File: src/rtl/force_override_bank.sv
// force_override_bank: per-channel register bank with force/release/timed-force overrides.
// Ports:
//   clk, rst_n                  clock, asynchronous active-low reset
//   wr_en, wr_ch, wr_data       normal write into a channel's stored register
//   cmd_valid/cmd_ready         override command handshake (one command per two cycles)
//   cmd_op, cmd_ch, cmd_data,   opcode (00 NOP, 01 FORCE, 10 RELEASE, 11 TIMED_FORCE),
//   cmd_hold                    target channel, force value, timed-force duration
//   q                           effective values, channel n at [n*WIDTH +: WIDTH]
//   forced                      per-channel override-active flags
//   expired                     one-cycle pulse on timed auto-release
//   cmd_err                     one-cycle pulse for an accepted command with cmd_ch >= CHANNELS
module force_override_bank #(
    parameter int WIDTH    = 4,
    parameter int CHANNELS = 4,
    parameter int HOLD_W   = 8
) (
    input  logic                          clk,
    input  logic                          rst_n,
    input  logic                          wr_en,
    input  logic [$clog2(CHANNELS)-1:0]   wr_ch,
    input  logic [WIDTH-1:0]              wr_data,
    input  logic                          cmd_valid,
    output logic                          cmd_ready,
    input  logic [1:0]                    cmd_op,
    input  logic [3:0]                    cmd_ch,
    input  logic [WIDTH-1:0]              cmd_data,
    input  logic [HOLD_W-1:0]             cmd_hold,
    output logic [CHANNELS*WIDTH-1:0]     q,
    output logic [CHANNELS-1:0]           forced,
    output logic [CHANNELS-1:0]           expired,
    output logic                          cmd_err
);
    localparam int CW = $clog2(CHANNELS);

    logic acc, ch_ok;

    assign acc   = cmd_valid & cmd_ready;
    assign ch_ok = {1'b0, cmd_ch} < 5'(CHANNELS);

    // Ready drops for the cycle after every acceptance, then returns.
    always_ff @(posedge clk or negedge rst_n) begin
        if (!rst_n) begin
            cmd_ready <= 1'b0;
            cmd_err   <= 1'b0;
        end else begin
            cmd_ready <= !acc;
            cmd_err   <= acc && !ch_ok;
        end
    end

    for (genvar c = 0; c < CHANNELS; c++) begin : g_ch
        logic [WIDTH-1:0]  st, fv, qr, st_n, fv_n;
        logic [HOLD_W-1:0] cnt, cnt_n;
        logic              fo, tm, ex, fo_n, tm_n, ex_n;
        logic              sel, wr, set, rel;

        always_comb begin
            sel   = acc && ch_ok && cmd_ch == 4'(c) && cmd_op != 2'b00;
            wr    = wr_en && wr_ch == CW'(c);
            set   = sel && cmd_op[0];
            // A command on this channel takes precedence over the timer running out.
            ex_n  = tm && cnt == HOLD_W'(1) && !sel;
            rel   = (sel && cmd_op == 2'b10 && fo) || ex_n;
            fo_n  = set ? 1'b1 : rel ? 1'b0 : fo;
            tm_n  = set ? cmd_op[1] : rel ? 1'b0 : tm;
            cnt_n = set ? (cmd_op[1] ? (cmd_hold == '0 ? HOLD_W'(1) : cmd_hold) : '0)
                  : rel ? '0 : tm ? cnt - HOLD_W'(1) : cnt;
            fv_n  = set ? cmd_data : fv;
            // On release the stored value inherits the force value unless a write lands on the same edge.
            st_n  = set ? st : (wr && (rel || !fo)) ? wr_data : rel ? fv : st;
        end

        always_ff @(posedge clk or negedge rst_n) begin
            if (!rst_n) begin
                st  <= '0;
                fv  <= '0;
                qr  <= '0;
                cnt <= '0;
                fo  <= 1'b0;
                tm  <= 1'b0;
                ex  <= 1'b0;
            end else begin
                st  <= st_n;
                fv  <= fv_n;
                qr  <= fo_n ? fv_n : st_n;
                cnt <= cnt_n;
                fo  <= fo_n;
                tm  <= tm_n;
                ex  <= ex_n;
            end
        end

        assign q[c*WIDTH +: WIDTH] = qr;
        assign forced[c]           = fo;
        assign expired[c]          = ex;
    end
endmodule

File: config.mk
export PLATFORM = sky130hd
export DESIGN_NAME = force_override_bank
export DESIGN_NICKNAME = d
export VERILOG_FILES = /design/src/rtl/force_override_bank.sv
export SDC_FILE = /design/constraint.sdc
export NUM_CORES = 1
export LEC_CHECK = 0
export ABC_CLOCK_PERIOD_IN_PS = 6060
export BUFFER_PORTS_ARGS = -buffer_cell sky130_fd_sc_hd__buf_2
export CORE_ASPECT_RATIO = 0.75
export CORE_MARGIN = 5
export CORE_UTILIZATION = 25
export DETAILED_ROUTE_END_ITERATION = 10
export PLACE_DENSITY = 0.51
export SLEW_MARGIN = 10
export SYNTH_ARGS = -nofsm -noshare
export SYNTH_HDL_FRONTEND = slang
export SYNTH_SLANG_ARGS = --single-unit
File: constraint.sdc
create_clock -name clk -period 6.06 [get_ports clk]
set_input_delay 1.515 -clock clk [delete_from_list [all_inputs] [get_ports clk]]
set_output_delay 1.515 -clock clk [all_outputs]
set_load 0.005 [all_outputs]
==> key figures <==
Worst setup path
  • FF-to-FF path depth: 7
  • Required @ worst endpoint: ~6.3 ns
  • Crit. End Element: register
  • Worst Path Arrival: around 4.0 ns
  • CP Class: primary input to register
  • Worst setup SP type: primary input
  • Max Fanout on Critical Path: 13

Min path
  • Hold path cells: 2
  • Worst hold path class: register to register

Final layout
  • Fin nets: approximately 600
  • Layout area overhead: 15.40%
  • Core Util, Final: 0.2914
  • Share of cells above drive strength 1: 0.1631
  • Final Instance Count excl. Fillers: 818

Yosys
  • Main synth FF type: dfrtp_1
  • Sequential share of the synthesized area: 0.4834
  • Synth unique cells: 54
  • Post-Syn Nets: 558
  • Post-synth ARST share: 1.000
  • Flop and latch count out of synthesis: 94
  • Post-Synthesis Cell Area: about 0.0049 sq mm
  • Post-synth EDFFs: 0
  • Avg Inst Size Synth: 9.322 sq um
  • Post-Synthesis Cells: ~520
  • Top area cells in the synthesized netlist: dfrtp_1 (48%), nand2_1 (6.2%), o21ai_0 (3.7%)
  • Synth Warn #: 0
  • Post-synth top area cell: dfrtp_1
  • Yosys top cell area share: 0.4834

Pwr
  • Leakage: between 2 and 3 nW
  • PwrDens: between 400 and 500 mW/mm^2
  • VDD IR-drop max: roughly 0.13 mV

STA
  • Fmax: 266.0 MHz
  • Tmin final: about 3.8 ns
  • RSZ-0062 raised after global routing: false
  • Setup-failing EPs final: 0
  • Hold Fails Final Rpt: 0
  • Worst Tran Pin Value: 1.155 ns
  • Layout Skew: about 0.0063 ns
  • Max-slew violations: 0
  • Setup TNS: 0 ns
  • Crit share post-route: 0.6203
  • Headroom to the max-slew limit: 0.2192

GRT
  • Tot GR Track Use: 0.1228
  • First-pass GRT wire length: roughly 22 mm
  • Largest net degree at the start of global routing: a little over 70
  • Congestion Overflow GR: 0
  • Initial antenna violation count: 1
  • Vias in the first global route: around 3900

CTS
  • # resized after CTS: 0
  • Hold-fix buffer count after cts: 0
  • Setup bufs post-CTS: 0
  • Clk slew on worst S/H paths: about 0.060 ns
  • Clock Tree Buf Depth: 2
  • Later-pin clock latency in the skew report: approximately 0.35 ns
  • # H-tree levels: 3
  • CTS tree: done
  • CTS Root Cell: clkbuf_16
  • Num CTS Buffers: 9
  • Clock sink count: 94

Detailed routing
  • Routed wire length: between 10 and 15 mm
  • Via/cell ratio: ~5.0
  • Routed Antenna Nets: 0
  • DR pass1 iterations: 4
  • Vias: 4072
  • Initial DRC Count: between 300 and 400
  • # DRC: 0
  • Wire length per cell: 16.97 microns

Floorplan
  • Io pins: 54
  • Die Span Y: 130.8 microns
  • Initial Util: 0.2525
  • Chip width: 171.1 microns
  • DIE AREA: ~0.022 sq mm
  • Placeable core area: 0.01927 sq mm
  • Site row count: between 40 and 50

Placement
  • Gp weighted congestion: 0.7998
  • Dpl hpwl: approximately 9.9 mm
  • Port Buffers: 53
  • Inst Count DP: roughly 800

Run
  • Number of max-cap violations: 0

Outcome
  • Status: finished, final reports clean
[state kept, by name, summed over array words and instances, names as in the netlist]
| name | cells |
|---|---|
| g_ch.qr | 16 |
| g_ch.fo | 4 |
| g_ch.cnt | 32 |
| g_ch.ex | 4 |
| g_ch.st | 16 |
| cmd_ready | 1 |
| g_ch.tm | 4 |
| g_ch.fv | 16 |
| cmd_err | 1 |
[cell type report]
type	instances	area (sq um)
multi-input combinational	381	2307
sequential	94	2352
antenna	1	2.502
clock buffer	11	252.7
clock inverter	4	22.52
timing repair buffer	57	297.8
tap	253	316.6
inverter	17	63.81
fill	2059	13650
[cells by family (layout without fill, tap and decap cells)]
kind of cell	Yosys count	count (layout)	synth area share
fa+ha+maj	8	8	0.02057
xor+xnor	22	22	0.03960
flops	94	94	0.4834
buf+inv	47	89	0.04371
simple gates	209	209	0.2055
mux	14	14	0.03060
other cells	0	1	0
compound gates	128	128	0.1767
[worst paths after layout]
path	slack, ns	startpoint	end
setup / recovery	2.30	cmd_ch[3]	g_ch[0].st[0]$_DFF_PN0_
hold / removal	0.48	g_ch[2].st[2]$_DFF_PN0_	g_ch[2].st[2]$_DFF_PN0_
setup reg to reg	3.20	cmd_ready$_DFF_PN0_	g_ch[0].st[0]$_DFF_PN0_
hold reg to reg	0.48	g_ch[2].st[2]$_DFF_PN0_	g_ch[2].st[2]$_DFF_PN0_
max in group asynchronous	3.77	rst_n	g_ch[1].cnt[2]$_DFFE_PN0P_
min in group asynchronous	1.07	rst_n	g_ch[2].fv[3]$_DFF_PN0_
[critical path: stages]
cell and delay, ns:
buf_2 0.12, nor4bb_2 0.99, nand4_1 0.16, o21ai_0 0.14, buf_4 0.23, o21bai_1 0.25
and2_1 0.25, mux2_2 0.34
[cells in the final DEF, fill, tap and decap left out, types with 4 or more instances in the layout]
master,count
a21oi_1,20
a2bb2oi_1,4
a31oi_1,7
and3_1,5
buf_2,52
buf_4,5
clkbuf_16,9
dfrtp_1,94
ha_1,8
inv_1,17
mux2_2,7
mux2i_1,7
nand2_1,81
nand2b_1,5
nand3_1,27
nor2_1,45
nor3_1,7
nor4_1,8
o21ai_0,36
o221ai_1,5
o22a_1,4
o22ai_1,18
o2bb2ai_1,5
o31ai_1,4
o32ai_1,5
or2_2,5
or4_1,5
xnor2_1,6
xor2_1,16
[power breakdown]
part / total, mW / internal [mW] / switching [mW]
logic: 0.681 / 0.317 / 0.364
registers: 1.05 / 0.869 / 0.185
clock network: 0.540 / 0.296 / 0.243
total: 2.27 / 1.48 / 0.792
[cells in the mapped netlist, types with 2 or more instances]
library cell,number
dfrtp_1,94
and2_1,2
nand3b_1,3
a2bb2oi_1,4
o22ai_1,18
a22o_1,2
nand2b_1,5
o221ai_1,5
nor2_1,45
nor3b_1,2
inv_1,17
nand3_1,27
or2_2,5
o21ai_0,36
mux2i_1,7
o2111ai_1,2
a41oi_1,3
o32ai_1,5
a31oi_1,7
o211ai_1,3
nor3_1,7
ha_1,8
xnor2_1,6
buf_4,9
a21oi_1,20
o2bb2ai_1,5
nor4bb_1,4
or4_4,3
xor2_1,16
and3_1,5
or4_1,5
mux2_2,7
nand2_1,81
buf_2,2
clkbuf_1,18
nor4_1,8
nor2b_1,3
o31ai_1,4
o22a_1,4
[metrics by stage]
| step | hold WS (ns) | area [sq um] | worst slack [ns] | power, mW |
|---|---|---|---|---|
| CTS | 0.4824 | 5613 | 2.351 | 2.300 |
| global route | 0.5104 | 5615 | 2.116 | 2.449 |
| global placement | 0.4551 | 5338 | 2.012 | 1.726 |
| detailed placement | 0.4698 | 5338 | 1.984 | 1.743 |
| finish | 0.4779 | 5615 | 2.301 | 2.274 |
| floorplan | 0.4412 | 4866 | 2.829 | 1.509 |
[per-layer routing]
layer | GRT usage | routed length, microns | vias to the layer above
met5 | 0 | 0 | -
met4 | 0.03447 | 206 | 0
met3 | 0.02857 | 599 | 12
met2 | 0.1895 | 6274 | 81
met1 | 0.1735 | 6798 | 2040
li1 | - | - | 1939
(Power assumes the default switching activity.)
